**config.mk**
```make
export PLATFORM = sky130hd
export DESIGN_NAME = nibble_add_seq
export DESIGN_NICKNAME = d
export VERILOG_FILES = /design/src/rtl/nibble_add_seq.sv
export SDC_FILE = /design/constraint.sdc
export NUM_CORES = 1
export LEC_CHECK = 0
export ABC_AREA = 1
export BUFFER_PORTS_ARGS = -buffer_cell sky130_fd_sc_hd__buf_2
export CAP_MARGIN = 15
export CORE_ASPECT_RATIO = 0.75
export CORE_MARGIN = 4
export CORE_UTILIZATION = 58
export DETAILED_ROUTE_END_ITERATION = 16
export PLACE_DENSITY = 0.8
export SLEW_MARGIN = 20
export SYNTH_ARGS = -nofsm -noshare
export SYNTH_HDL_FRONTEND = slang
export SYNTH_SLANG_ARGS = --single-unit
```
**constraint.sdc**
```tcl
create_clock -name clk -period 4.5 [get_ports clk]
set_clock_uncertainty 0.05 [all_clocks]
set_input_delay 0.225 -clock clk [delete_from_list [all_inputs] [get_ports clk]]
set_output_delay 0.225 -clock clk [all_outputs]
set_load 0.1 [all_outputs]
```
**src/rtl/nibble_add_seq.sv**
```systemverilog
// nibble_add_seq: sequential WIDTH-bit adder built around one shared 4-bit
// carry-select slice. A request is taken over a valid/ready handshake and
// processed one nibble per cycle, least significant first, with the carry
// chained through a register. The result is held on a valid/ready port.
// Optional feature: define ADD_SEQ_SUB_EN to add the op_sub port (A-B).
module nibble_add_seq #(
    parameter int WIDTH = 16
) (
    input  logic             clk,
    input  logic             rst_n,
    input  logic             start_valid,
    output logic             start_ready,
    input  logic [WIDTH-1:0] a,
    input  logic [WIDTH-1:0] b,
    input  logic             cin,
`ifdef ADD_SEQ_SUB_EN
    input  logic             op_sub,
`endif
    output logic             res_valid,
    input  logic             res_ready,
    output logic [WIDTH-1:0] sum,
    output logic             cout,
    output logic             busy
);

    localparam int N  = WIDTH / 4;
    localparam int CW = (N > 1) ? $clog2(N) : 1;
    localparam logic [CW-1:0] LAST = CW'(N - 1);

    typedef enum logic [1:0] {IDLE, RUN, DONE} state_t;

    state_t           state_q, state_d;
    logic [WIDTH-1:0] a_q, a_d;
    logic [WIDTH-1:0] b_q, b_d;
    logic [WIDTH-1:0] sum_q, sum_d;
    logic             carry_q, carry_d;
    logic             cout_q, cout_d;
    logic [CW-1:0]    cnt_q, cnt_d;

    // Nibble views of the latched operands, selected by the nibble counter
    logic [3:0] a_nib [N];
    logic [3:0] b_nib [N];

    for (genvar gi = 0; gi < N; gi++) begin : g_nib
        assign a_nib[gi] = a_q[4*gi +: 4];
        assign b_nib[gi] = b_q[4*gi +: 4];
    end

    logic [3:0] cur_a, cur_b;
    logic [3:0] s0, s1, nib_sum;
    logic       co0, co1, nib_co;

    // Carry-select slice: both carry cases computed, chained carry picks one
    always_comb begin
        cur_a      = a_nib[cnt_q];
        cur_b      = b_nib[cnt_q];
        {co0, s0}  = {1'b0, cur_a} + {1'b0, cur_b};
        {co1, s1}  = {1'b0, cur_a} + {1'b0, cur_b} + 5'd1;
        nib_sum    = carry_q ? s1 : s0;
        nib_co     = (co1 & carry_q) | co0;
    end

    // Next-state and datapath control; defaults hold every register
    always_comb begin
        state_d = state_q;
        a_d     = a_q;
        b_d     = b_q;
        sum_d   = sum_q;
        carry_d = carry_q;
        cout_d  = cout_q;
        cnt_d   = cnt_q;
        unique case (state_q)
            IDLE: begin
                if (start_valid) begin
                    a_d     = a;
                    cnt_d   = '0;
                    state_d = RUN;
`ifdef ADD_SEQ_SUB_EN
                    // Subtract as A + ~B + 1; cin is ignored in that mode
                    b_d     = op_sub ? ~b : b;
                    carry_d = op_sub ? 1'b1 : cin;
`else
                    b_d     = b;
                    carry_d = cin;
`endif
                end
            end
            RUN: begin
                for (int k = 0; k < N; k++) begin
                    if (cnt_q == CW'(k)) begin
                        sum_d[4*k +: 4] = nib_sum;
                    end
                end
                carry_d = nib_co;
                if (cnt_q == LAST) begin
                    cout_d  = nib_co;
                    state_d = DONE;
                end else begin
                    cnt_d = cnt_q + CW'(1);
                end
            end
            DONE: begin
                if (res_ready) begin
                    state_d = IDLE;
                end
            end
            default: state_d = IDLE;
        endcase
    end

    // State and datapath registers; reset discards any in-flight operation
    always_ff @(posedge clk or negedge rst_n) begin
        if (!rst_n) begin
            state_q <= IDLE;
            a_q     <= '0;
            b_q     <= '0;
            sum_q   <= '0;
            carry_q <= 1'b0;
            cout_q  <= 1'b0;
            cnt_q   <= '0;
        end else begin
            state_q <= state_d;
            a_q     <= a_d;
            b_q     <= b_d;
            sum_q   <= sum_d;
            carry_q <= carry_d;
            cout_q  <= cout_d;
            cnt_q   <= cnt_d;
        end
    end

    assign start_ready = (state_q == IDLE);
    assign res_valid   = (state_q == DONE);
    assign busy        = (state_q != IDLE);
    assign sum         = sum_q;
    assign cout        = cout_q;

endmodule

```
[Word-level counts from Yosys, hierarchy flattened]
Cells that the tools add are included.
Storage, ports and cells
  register bits: 54
  input bits: 37
  logic and storage cells: 54
Cells by class
  $add $sub $neg: 3
  $lt $le $gt $ge: 1
  equality and inequality tests: 9
  multiplexer cells: 16
  bitwise logic cells: 3
  reductions and logical operators: 12
Operators by type and width (number)
  4-bit two-way mux: 5
  4-bit binary-select mux with 2-bit select: 2
  2-bit AND reduction: 6
  2-bit two-way mux: 5
  2-bit equality test (second input constant): 3
  2-bit != test (second input constant): 3
  2-bit case mux with 3 select lines: 1
  3-bit AND reduction: 2
  4-bit by 4-bit adder with 5-bit output: 1
  5-bit by 1-bit adder with 5-bit output (second input constant): 1
  2-bit by 1-bit equality test with 1-bit output (second input constant): 2
  2-bit zero test: 2
  2-bit case mux with 2 select lines: 1
  2-bit nonzero test: 2
  3-bit >= comparator (second input constant): 1
  2-bit NOT with 3-bit output: 1
  2-bit by 1-bit adder with 2-bit output (second input constant): 1
  2-bit by 1-bit != test with 1-bit output (second input constant): 1
  1-bit case mux with 2 select lines: 1
  1-bit AND: 1
  1-bit two-way mux: 1
  1-bit OR: 1

[Depth between registers and ports, before layout]
Gate-level depths: netlist of the first run.
  depth after elaboration: 9
  gate-level depth with buffers: 17

[Worst setup path before layout of the first run]
OpenSTA, ideal clock, no wires.
  path type: reg2reg
  start point: reg cnt_q[0]
  end point: reg sum_q[13] (netlist: sum[13])
  library setup time: 0.122 ns
  arrival: 2.424 ns
  data required time: 4.328 ns
  path slack: 1.904 ns
  stages on the path, launching flop included: 15
  buffers on the path: 2
  clock period less this slack: 2.596 ns
  path through: dfrtp_1 > buf_4 > inv_1 > buf_2 > nor2_1 > o22ai_1 > ha_1 > inv_1 > fa_1 > inv_1 > ha_1 > nand2_1 > o21ai_0 > nand2_1 > nand2_1
Between the ends
  longest elaborated chain between the ends: 7
  elaborated cells on any way between the ends: 12
Ends and longest elaborated chain
  start, declared: line 38  | logic [CW-1:0] cnt_q, cnt_d;
  start signal, assigned: line 128  | cnt_q <= cnt_d;
  2-bit NOT with 3-bit output (not written as such): line 55, 56
  4-bit binary-select mux with 2-bit select, on equally long branches: line 55, 56
  4-bit two-way mux, on equally long branches (2 in a row): line 55, 56
  4-bit by 4-bit adder with 5-bit output: line 57, 58
  5-bit by 1-bit adder with 5-bit output: line 58  | {co1, s1} = {1'b0, cur_a} + {1'b0, cur_b} + 5'd1;
  4-bit two-way mux: line 59  | nib_sum = carry_q ? s1 : s0;
  end signal, assigned: line 125  | sum_q <= sum_d;
  end, declared: line 35  | logic [WIDTH-1:0] sum_q, sum_d;
Several ways; a longest one is shown, not always the timed one. The select of a mux whose other input is x is not followed.
A chain may end at the register's enable or synchronous reset.

[Worst setup path in the final report of the first run]
  start point: reg cnt_q[0]
  end point: reg sum_q[2] (netlist: sum[2])
The elaborated chain is that of the path after synthesis.

==> flow_summary.json, run 1 <==
{
  "synth_area_per_cell_um2": 7.998,
  "cp-end-kind": "flip-flop",
  "postSynthCellCount": 326,
  "crit_type": "reg2reg",
  "clkTransAtPathRegs_ns": 0.09,
  "async_reset_ff_frac": 1.000,
  "final_nets": 427,
  "synth_top_cell_area_share": 0.5182,
  "drtIter0Drc": 216,
  "slew_headroom": 0.5588,
  "critical_path_required_ns": 4.63,
  "worstSetupStartpointType": "flip-flop",
  "yosysMostFrequentCell": "nand2_1",
  "clk_latency_ns": 0.30,
  "antenna_found_initial": 0,
  "postCtsSetupRepairBufs": 0,
  "cts-root-buf": "clkbuf_8",
  "whs_ns": -0.03343,
  "yosys_warnings": 0,
  "core_um2": 4204,
  "reg2reg_to": "sum[2]$_DFFE_PN0P_",
  "violations": "hold timing",
  "cts-resized-gates": 0,
  "cts_tree": "built",
  "worstPathMaxFanout": 21,
  "synthesis.nets": 373,
  "tightest_slew_ns": 0.6618,
  "detail-route-antenna-nets": 0,
  "setup_viol": 0,
  "grt_overflow": 0,
  "cts_hold_buf": 0,
  "dp_hpwl_um": 4133,
  "cts.sinks": 54,
  "post-route-period-util": 0.7069,
  "vias": 2208,
  "pin_count": 57,
  "via_per_inst": 5.064,
  "reg2reg_slack_ns": 1.32,
  "fmax_ghz": 0.3144,
  "initial_core_util": 0.6202,
  "status": "finished, violations left",
  "fp.dieW_um": 85.42,
  "die_area_um2": 5643,
  "setup_tns_ns": 0,
  "yosys-top-cells-count": "166 x nand2_1, 54 x dfrtp_1, 18 x inv_1, 18 x o21ai_0, 15 x nor2_1",
  "hold_viol_final": 21,
  "grt_max_degree": 55,
  "grt_setup_unrepaired": "false",
  "cts_max_path_buffers": 2,
  "h-tree-depth": 2,
  "ys_seq_area_frac": 0.5182,
  "drt-total-wl_um": 5711,
  "gp_congestion": 0.8615,
  "row_count": 20,
  "drc_errors": 0,
  "final.min_clock_period_ns": 3.181,
  "drt_first_pass_iters": 5,
  "cts_buffers": 5,
  "timing.rr.start": "cnt_q[0]$_DFFE_PN0P_",
  "cp.arrival_ns": 3.31,
  "cap_violations": 0,
  "post_drt_wl_per_cell_um": 13.10,
  "ys.flop_type": "dfrtp_1",
  "grt_usage": 0.2269,
  "diodes": 0,
  "slew_violations": 0,
  "grt_pass1_vias": 2113,
  "syn-cell-area_um2": 2608,
  "drive_gt1_frac": 0.1916,
  "die_h_um": 66.07,
  "grt_pass1_wl_um": 10010,
  "synth_edf_count": 0,
  "portBuffers": 56,
  "rr_worst_depth": 11,
  "synth_seq_cells": 54,
  "synth_area_leaders": "dfrtp_1 52%, nand2_1 24%, ha_1 4.3%",
  "yosys.area.top_type": "dfrtp_1",
  "synth.distinct_cells": 23,
  "syn_to_final_growth_pct": 14.92,
  "min_path_type": "in2async"
}
## worst max-delay path: stages (launching register included)
cell and delay, ns:
dfrtp_1 0.72, inv_1 0.39, o21ai_0 0.26, o22ai_1 0.10, ha_1 0.22, inv_1 0.07, fa_1 0.43, inv_1 0.09
ha_1 0.15, nand2_1 0.08, xnor2_1 0.33, o21ai_0 0.14
## routing by layer
layer | track usage | vias to the layer above | routed length (um)
met5 | 0 | - | 0
met4 | 0.06126 | 0 | 49
met3 | 0.05604 | 6 | 470
met2 | 0.3304 | 75 | 2393
met1 | 0.3371 | 1006 | 2797
li1 | - | 1121 | -
## metrics by stage
step                  util  worst slack (ns)  instances  area, um^2
global route        0.7128            0.9395        436        2997
finish              0.7128             1.319        436        2997
detailed placement  0.6911             1.371        428        2905
CTS                 0.7128             1.378        436        2997
floorplan                -             1.904        326        2608
global placement    0.6911             1.581        428        2905
## cell usage in the layout (no fill, tap or decap), drive strengths merged
master	netlist	final
nand2	167	167
buf	9	57
dfrtp	54	54
inv	22	22
o21ai	19	19
nor2	18	18
nand3	10	10
ha	9	9
clkbuf	1	7
o22ai	6	6
a21oi	4	4
a32oi	2	2
o31ai	1	1
a21o	1	1
xnor2	1	1
xor2	1	1
fa	1	1
clkinv	0	1
## worst max-delay path by stage
stage	end	from	slack [ns]
after detailed placement	sum[2]$_DFFE_PN0P_	cnt_q[0]$_DFFE_PN0P_	1.37
after CTS	sum[2]$_DFFE_PN0P_	cnt_q[0]$_DFFE_PN0P_	1.38
final	sum[2]$_DFFE_PN0P_	cnt_q[0]$_DFFE_PN0P_	1.32
after global routing	sum[2]$_DFFE_PN0P_	cnt_q[0]$_DFFE_PN0P_	0.94
after global placement	sum[6]$_DFFE_PN0P_	cnt_q[0]$_DFFE_PN0P_	1.58
after floorplan	sum[13]$_DFFE_PN0P_	cnt_q[0]$_DFFE_PN0P_	1.90
## final cells by class
type | instances | area (um^2)
Tap cell | 55 | 68.82
Fill cell | 354 | 1207
Clock inverter | 1 | 5.005
Timing Repair Buffer | 57 | 287.8
Multi-Input combinational cell | 240 | 1115
Inverter | 22 | 82.58
Clock buffer | 7 | 86.33
Sequential cell | 54 | 1351
## registers in the layout (all words and copies together) (netlist names)
register,cells
cnt_q,2
state_q,2
carry_q,1
b_q,16
sum,16
a_q,16
cout,1
## logic make-up after synthesis
family                   after synthesis  share of synthesized area
adder cells (fa/ha/maj)               10                    0.05086
XOR/XNOR                               2                   0.006719
AO/OA/AOI/OAI                         33                    0.07150
buffers and inverters                 32                    0.05422
flip-flops                            54                     0.5182
AND/OR/NAND/NOR                      195                     0.2985
Power of run 1 is not shown: default switching activity piles up to over one toggle a cycle in this logic, so the estimate is an artifact.
==> inputs of run 2 (changes only) <==
--- a/config.mk
+++ b/config.mk
@@ -5,14 +5,14 @@
 export SDC_FILE = /design/constraint.sdc
 export NUM_CORES = 1
 export LEC_CHECK = 0
-export ABC_AREA = 1
+export ABC_AREA = 0
 export BUFFER_PORTS_ARGS = -buffer_cell sky130_fd_sc_hd__buf_2
 export CAP_MARGIN = 15
 export CORE_ASPECT_RATIO = 0.75
 export CORE_MARGIN = 4
-export CORE_UTILIZATION = 58
+export CORE_UTILIZATION = 48
 export DETAILED_ROUTE_END_ITERATION = 16
-export PLACE_DENSITY = 0.8
+export PLACE_DENSITY = 0.71
 export SLEW_MARGIN = 20
 export SYNTH_ARGS = -nofsm -noshare
 export SYNTH_HDL_FRONTEND = slang
==> constraint.sdc (replaced) <==
create_clock -name clk -period 2.56 [get_ports clk]
set_clock_uncertainty 0.05 [all_clocks]
set_input_delay 0.128 -clock clk [delete_from_list [all_inputs] [get_ports clk]]
set_output_delay 0.128 -clock clk [all_outputs]
set_load 0.1 [all_outputs]
==> run 2 against run 1 <==
Fmax increased by 18%. Wire length decreased by 2.0%. Area after synthesis decreased by 3.8%. Critical endpoint is now cout$_DFFE_PN0P_. Cell area increased by 15%. Worst setup slack got worse by 1.5 ns. First-iteration DRC count decreased by 67%. Utilization decreased by 1.8 points. Global-route usage decreased by 4.5 points. Synthesized cell count decreased by 40%. Register-to-register slack got worse by 1.5 ns. The run ends with setup timing left. Die area increased by 14%.
==> flow_summary.json, run 2 <==
{
  "hold_depth": 2,
  "cp.arrival_ns": 2.89,
  "critical_path_required_ns": 2.75,
  "final.min_clock_period_ns": 2.693,
  "antenna_found_initial": 0,
  "cts.sinks": 54,
  "via_per_inst": 5.109,
  "tightest_slew_ns": 0.7779,
  "synth_area_per_cell_um2": 12.86,
  "yosys-top-cells-count": "54 x dfrtp_1, 31 x mux2_2, 20 x nand2_1",
  "portBuffers": 56,
  "slew_headroom": 0.4814,
  "die_area_um2": 6456,
  "synthesis.nets": 242,
  "fp.dieW_um": 91.46,
  "initial_core_util": 0.5033,
  "synth_edf_count": 0,
  "drt-total-wl_um": 5596,
  "h-tree-depth": 2,
  "cts_max_path_buffers": 2,
  "gp_congestion": 0.7566,
  "synth.distinct_cells": 31,
  "diodes": 0,
  "cts-root-buf": "clkbuf_8",
  "synth_top_cell_area_share": 0.5389,
  "final_common_cell": "buf_2",
  "cap_violations": 0,
  "synth_seq_cells": 54,
  "violations": "setup timing",
  "grt_max_degree": 36,
  "worstPathMaxFanout": 4,
  "cp-end-kind": "flip-flop",
  "slew_violations": 0,
  "yosysMostFrequentCell": "dfrtp_1",
  "rr_worst_depth": 9,
  "post-route-period-util": 1.052,
  "dp_hpwl_um": 3853,
  "ys.flop_type": "dfrtp_1",
  "crit_type": "reg2reg",
  "drc_errors": 0,
  "setup_ws_ns": -0.1330,
  "grt_pass1_wl_um": 9246,
  "drive_gt1_frac": 0.4899,
  "reg2reg_to": "cout$_DFFE_PN0P_",
  "fmax_ghz": 0.3713,
  "die_h_um": 70.59,
  "cts_buffers": 5,
  "timing.rr.start": "cnt_q[0]$_DFFE_PN0P_",
  "dp_slack_ns": -0.1993,
  "drtIter0Drc": 72,
  "yosys_warnings": 0,
  "worstSetupStartpointType": "flip-flop",
  "grt_setup_unrepaired": "true",
  "status": "finished, violations left",
  "core_um2": 4982,
  "setup_viol": 10,
  "reg2reg_slack_ns": -0.13,
  "clkTransAtPathRegs_ns": 0.10,
  "grt_pass1_vias": 1892,
  "post_drt_wl_per_cell_um": 15.21,
  "worst_hold_path.endpoint": "b_q[10]$_DFFE_PN0P_",
  "syn-cell-area_um2": 2507,
  "multiInputGateArea_um2": 1155,
  "cts_tree": "built",
  "postSynthCellCount": 195,
  "grt_usage": 0.1818,
  "row_count": 22,
  "ys_seq_area_frac": 0.5389,
  "grt_overflow": 0,
  "final_nets": 342,
  "final_cell_mix": "56 x buf_2, 53 x dfrtp_1, 31 x mux2_2",
  "register_area_um2": 1353,
  "fill_cells": 354,
  "syn_to_final_growth_pct": 38.02,
  "drt_first_pass_iters": 4,
  "synth_area_leaders": "dfrtp_1 54%, mux2_2 14%, mux4_2 7.2%",
  "worstHoldStart": "b[10]",
  "async_reset_ff_frac": 1.000,
  "vias": 1880,
  "yosys.area.top_type": "dfrtp_1",
  "hold_viol_final": 0,
  "pin_count": 57,
  "min_path_type": "in2reg",
  "detail-route-antenna-nets": 0,
  "clk_latency_ns": 0.31
}
run 2: cell types whose count changed in the layout (fill, tap and decap cells not counted), sizes merged, moves of 8 or more:
cell	before	now
nand2	167	20
mux2	0	32
dlygate4sd3	0	26
buf	57	74
inv	22	10
nand3	10	0
nor2	18	8
mux4	0	8
run 2: critical path: stages, from the launching register on:
cell and delay [ns]:
dfrtp_2 0.43, mux4_2 0.55, ha_4 0.19, inv_2 0.06
fa_1 0.43, inv_1 0.08, ha_2 0.18, nand2_2 0.08
or4_4 0.44, a31oi_1 0.14
run 2: cell families after synthesis:
group	Yosys count	share of synthesized area
compound gates	33	0.08034
fa+ha+maj	10	0.05290
xor+xnor	3	0.01048
simple gates	38	0.07036
flops	54	0.5389
buf+inv	17	0.03143
mux	40	0.2156
run 2: how the worst max path moves through the flow:
stage	start	endpoint	slack (ns)	depth (start not counted)
6_report	cnt_q[0]$_DFFE_PN0P_	cout$_DFFE_PN0P_	-0.13	9
5_1_grt	cnt_q[0]$_DFFE_PN0P_	cout$_DFFE_PN0P_	-0.22	9
4_1_cts	cnt_q[0]$_DFFE_PN0P_	cout$_DFFE_PN0P_	-0.11	9
3_5_place_dp	cnt_q[0]$_DFFE_PN0P_	sum[7]$_DFFE_PN0P_	-0.20	8
3_3_place_gp	cnt_q[0]$_DFFE_PN0P_	carry_q$_DFFE_PN0P_	-0.10	7
2_1_floorplan	cnt_q[0]$_DFFE_PN0P_	carry_q$_DFFE_PN0P_	-0.16	10
run 2: layout make-up:
cell class / count / area share
Clock inverter: 2 / 0.01735
Inverter: 10 / 0.01085
Sequential cell: 54 / 0.3908
Timing Repair Buffer: 100 / 0.1974
Multi-Input combinational cell: 124 / 0.3337
Clock buffer: 6 / 0.02386
Tap cell: 72 / 0.02603
run 2: stage by stage:
step / hold slack (ns) / instances / area [um^2] / util / TNS (ns)
floorplan: -0.2176 / 195 / 2529 / - / -0.3002
global placement: 0.2022 / 330 / 2957 / 0.5934 / -0.4474
detailed placement: 0.2018 / 330 / 2957 / 0.5934 / -1.555
CTS: 0.002187 / 364 / 3376 / 0.6775 / -0.6145
global route: 0.001484 / 368 / 3461 / 0.6946 / -1.727
finish: 0.007181 / 368 / 3461 / 0.6946 / -0.5248
run 2: repair_timing:
item	CTS	global route
gates resized for setup	6	17
pin swaps	1	4
hold buffers	25	1
hold endpoints to repair	57	1
endpoints found under the setup margin	10	14
setup buffers	1	3
run 2: metal layers:
| metal | vias to the layer above | part of all wire | track usage |
|---|---|---|---|
| met1 | 923 | 0.46 | 0.2496 |
| met3 | 9 | 0.054 | 0.04888 |
| met4 | 0 | 0.014 | 0.05518 |
| met5 | - | 0 | 0 |
| li1 | 892 | - | - |
| met2 | 56 | 0.47 | 0.2858 |
Power of run 2 is left out for the same reason.
==> inputs of run 3 (changes only) <==
--- a/config.mk
+++ b/config.mk
@@ -12,7 +12,9 @@
 export CORE_MARGIN = 4
 export CORE_UTILIZATION = 48
 export DETAILED_ROUTE_END_ITERATION = 16
+export MAX_ROUTING_LAYER = met4
 export PLACE_DENSITY = 0.71
+export RECOVER_POWER = 100
 export SLEW_MARGIN = 20
 export SYNTH_ARGS = -nofsm -noshare
 export SYNTH_HDL_FRONTEND = slang
==> run 3 against run 2 <==
The flow finishes with violations (hold timing, capacitance limit, slew limit, setup timing). Register-to-register slack hardly changed. Clock-buffer cell count did not move. Fmax down 0.27%. Non-clock buffer count fell by 1. Cell area is 1.4% lower. Wire length down 0.80%. Critical path depth did not move. Critical endpoint unchanged. Largest cell class unchanged.
==> flow_summary.json, run 3 (synthesis results as in run 2) <==
{
  "worstPathMaxFanout": 4,
  "hold_viol_final": 1,
  "diodes": 0,
  "clkTransAtPathRegs_ns": 0.10,
  "cts_tree": "built",
  "h-tree-depth": 2,
  "post_drt_wl_per_cell_um": 15.13,
  "grt_max_degree": 36,
  "crit_type": "reg2reg",
  "setup_viol": 10,
  "slew_headroom": -0.2500,
  "grt_pass1_vias": 1895,
  "slew_violations": 36,
  "pin_count": 57,
  "dp_slack_ns": -0.1993,
  "via_per_inst": 5.076,
  "drc_errors": 0,
  "die_h_um": 70.59,
  "whs_ns": -0.004610,
  "final_cell_mix": "53 x dfrtp_1, 35 x buf_2, 31 x mux2_2",
  "grt_pass1_wl_um": 9246,
  "fill_cells": 371,
  "cp-end-kind": "flip-flop",
  "final.min_clock_period_ns": 2.700,
  "portBuffers": 56,
  "cts_buffers": 5,
  "cts.sinks": 54,
  "cts-root-buf": "clkbuf_8",
  "detail-route-antenna-nets": 0,
  "critical_path_required_ns": 2.75,
  "cp.arrival_ns": 2.89,
  "post-route-period-util": 1.055,
  "cap_violations": 1,
  "cts_max_path_buffers": 2,
  "gp_congestion": 0.7664,
  "worstSetupStartpointType": "flip-flop",
  "final_common_cell": "dfrtp_1",
  "drt-total-wl_um": 5551,
  "status": "finished, violations left",
  "core_um2": 4982,
  "min_path_type": "in2reg",
  "die_area_um2": 6456,
  "dp_hpwl_um": 3853,
  "grt_setup_unrepaired": "true",
  "drive_gt1_frac": 0.4136,
  "fmax_ghz": 0.3703,
  "fp.dieW_um": 91.46,
  "row_count": 22,
  "vias": 1863,
  "grt_overflow": 0,
  "drtIter0Drc": 54,
  "setup_ws_ns": -0.1403,
  "tightest_slew_ns": 1.875,
  "grt_usage": 0.1868,
  "violations": "hold timing, capacitance limit, slew limit, setup timing",
  "syn_to_final_growth_pct": 36.03,
  "antenna_found_initial": 0,
  "final_nets": 341,
  "initial_core_util": 0.5033,
  "drt_first_pass_iters": 4,
  "clk_latency_ns": 0.31,
  "reg2reg_slack_ns": -0.14
}
[run 3: changes by cell type in the layout (fill, tap and decap cells not counted), sizes merged]
cell | previous run | this run
clkbuf | 6 | 31
buf | 74 | 49
dlygate4sd3 | 26 | 25
[run 3: worst max-delay path, stage by stage, from the launching register on]
cell and delay [ns]:
dfrtp_2 0.43, mux4_2 0.55, ha_4 0.19, inv_2 0.06, fa_1 0.43, inv_1 0.08
ha_2 0.18, nand2_2 0.08, or4_4 0.44, a31oi_1 0.14
[run 3: timing repair]
item                                    in CTS  in global routing
gates cloned                                 0                  0
pin swaps                                    1                  4
resized for setup                            6                 17
buffers inserted                             1                  3
endpoints found under the hold margin       57                  0
endpoints found under the setup margin      10                 14
hold buffers                                25                  0
[run 3: per-layer routing]
| metal | GRT usage | part of all wire |
|---|---|---|
| met5 | - | 0 |
| met2 | 0.2858 | 0.47 |
| met4 | 0.05518 | 0.0072 |
| met1 | 0.2518 | 0.47 |
| met3 | 0.04251 | 0.047 |
[run 3: stage by stage]
stage            util  hold WS, ns  cell area [um^2]  std cells  setup TNS (ns)
6_report       0.6846    -0.004610              3411        367         -0.6859
2_1_floorplan       -      -0.2176              2529        195         -0.3002
5_1_grt        0.6846     0.001903              3411        367          -1.747
4_1_cts        0.6775     0.002187              3376        364         -0.6145
3_3_place_gp   0.5934       0.2022              2957        330         -0.4474
3_5_place_dp   0.5934       0.2018              2957        330          -1.555
[run 3: area by class of cell]
type | instances | area [um^2] | area share
tap | 72 | 90.09 | 0.02641
sequential | 54 | 1353 | 0.3966
timing repair buffer | 99 | 635.6 | 0.1864
clock inverter | 2 | 60.06 | 0.01761
clock buffer | 6 | 82.58 | 0.02421
inverter | 10 | 37.54 | 0.01101
multi-input combinational | 124 | 1152 | 0.3379
[run 3: worst paths after layout]
check	startpoint	to	cells after the start
max	cnt_q[0]$_DFFE_PN0P_	cout$_DFFE_PN0P_	9
min	a[3]	a_q[3]$_DFFE_PN0P_	2
max reg2reg	cnt_q[0]$_DFFE_PN0P_	cout$_DFFE_PN0P_	9
min reg2reg	a_q[12]$_DFFE_PN0P_	a_q[12]$_DFFE_PN0P_	1
max in group asynchronous	rst_n	cnt_q[0]$_DFFE_PN0P_	2
min in group asynchronous	rst_n	b_q[6]$_DFFE_PN0P_	2
Power of run 3 is left out for the same reason.
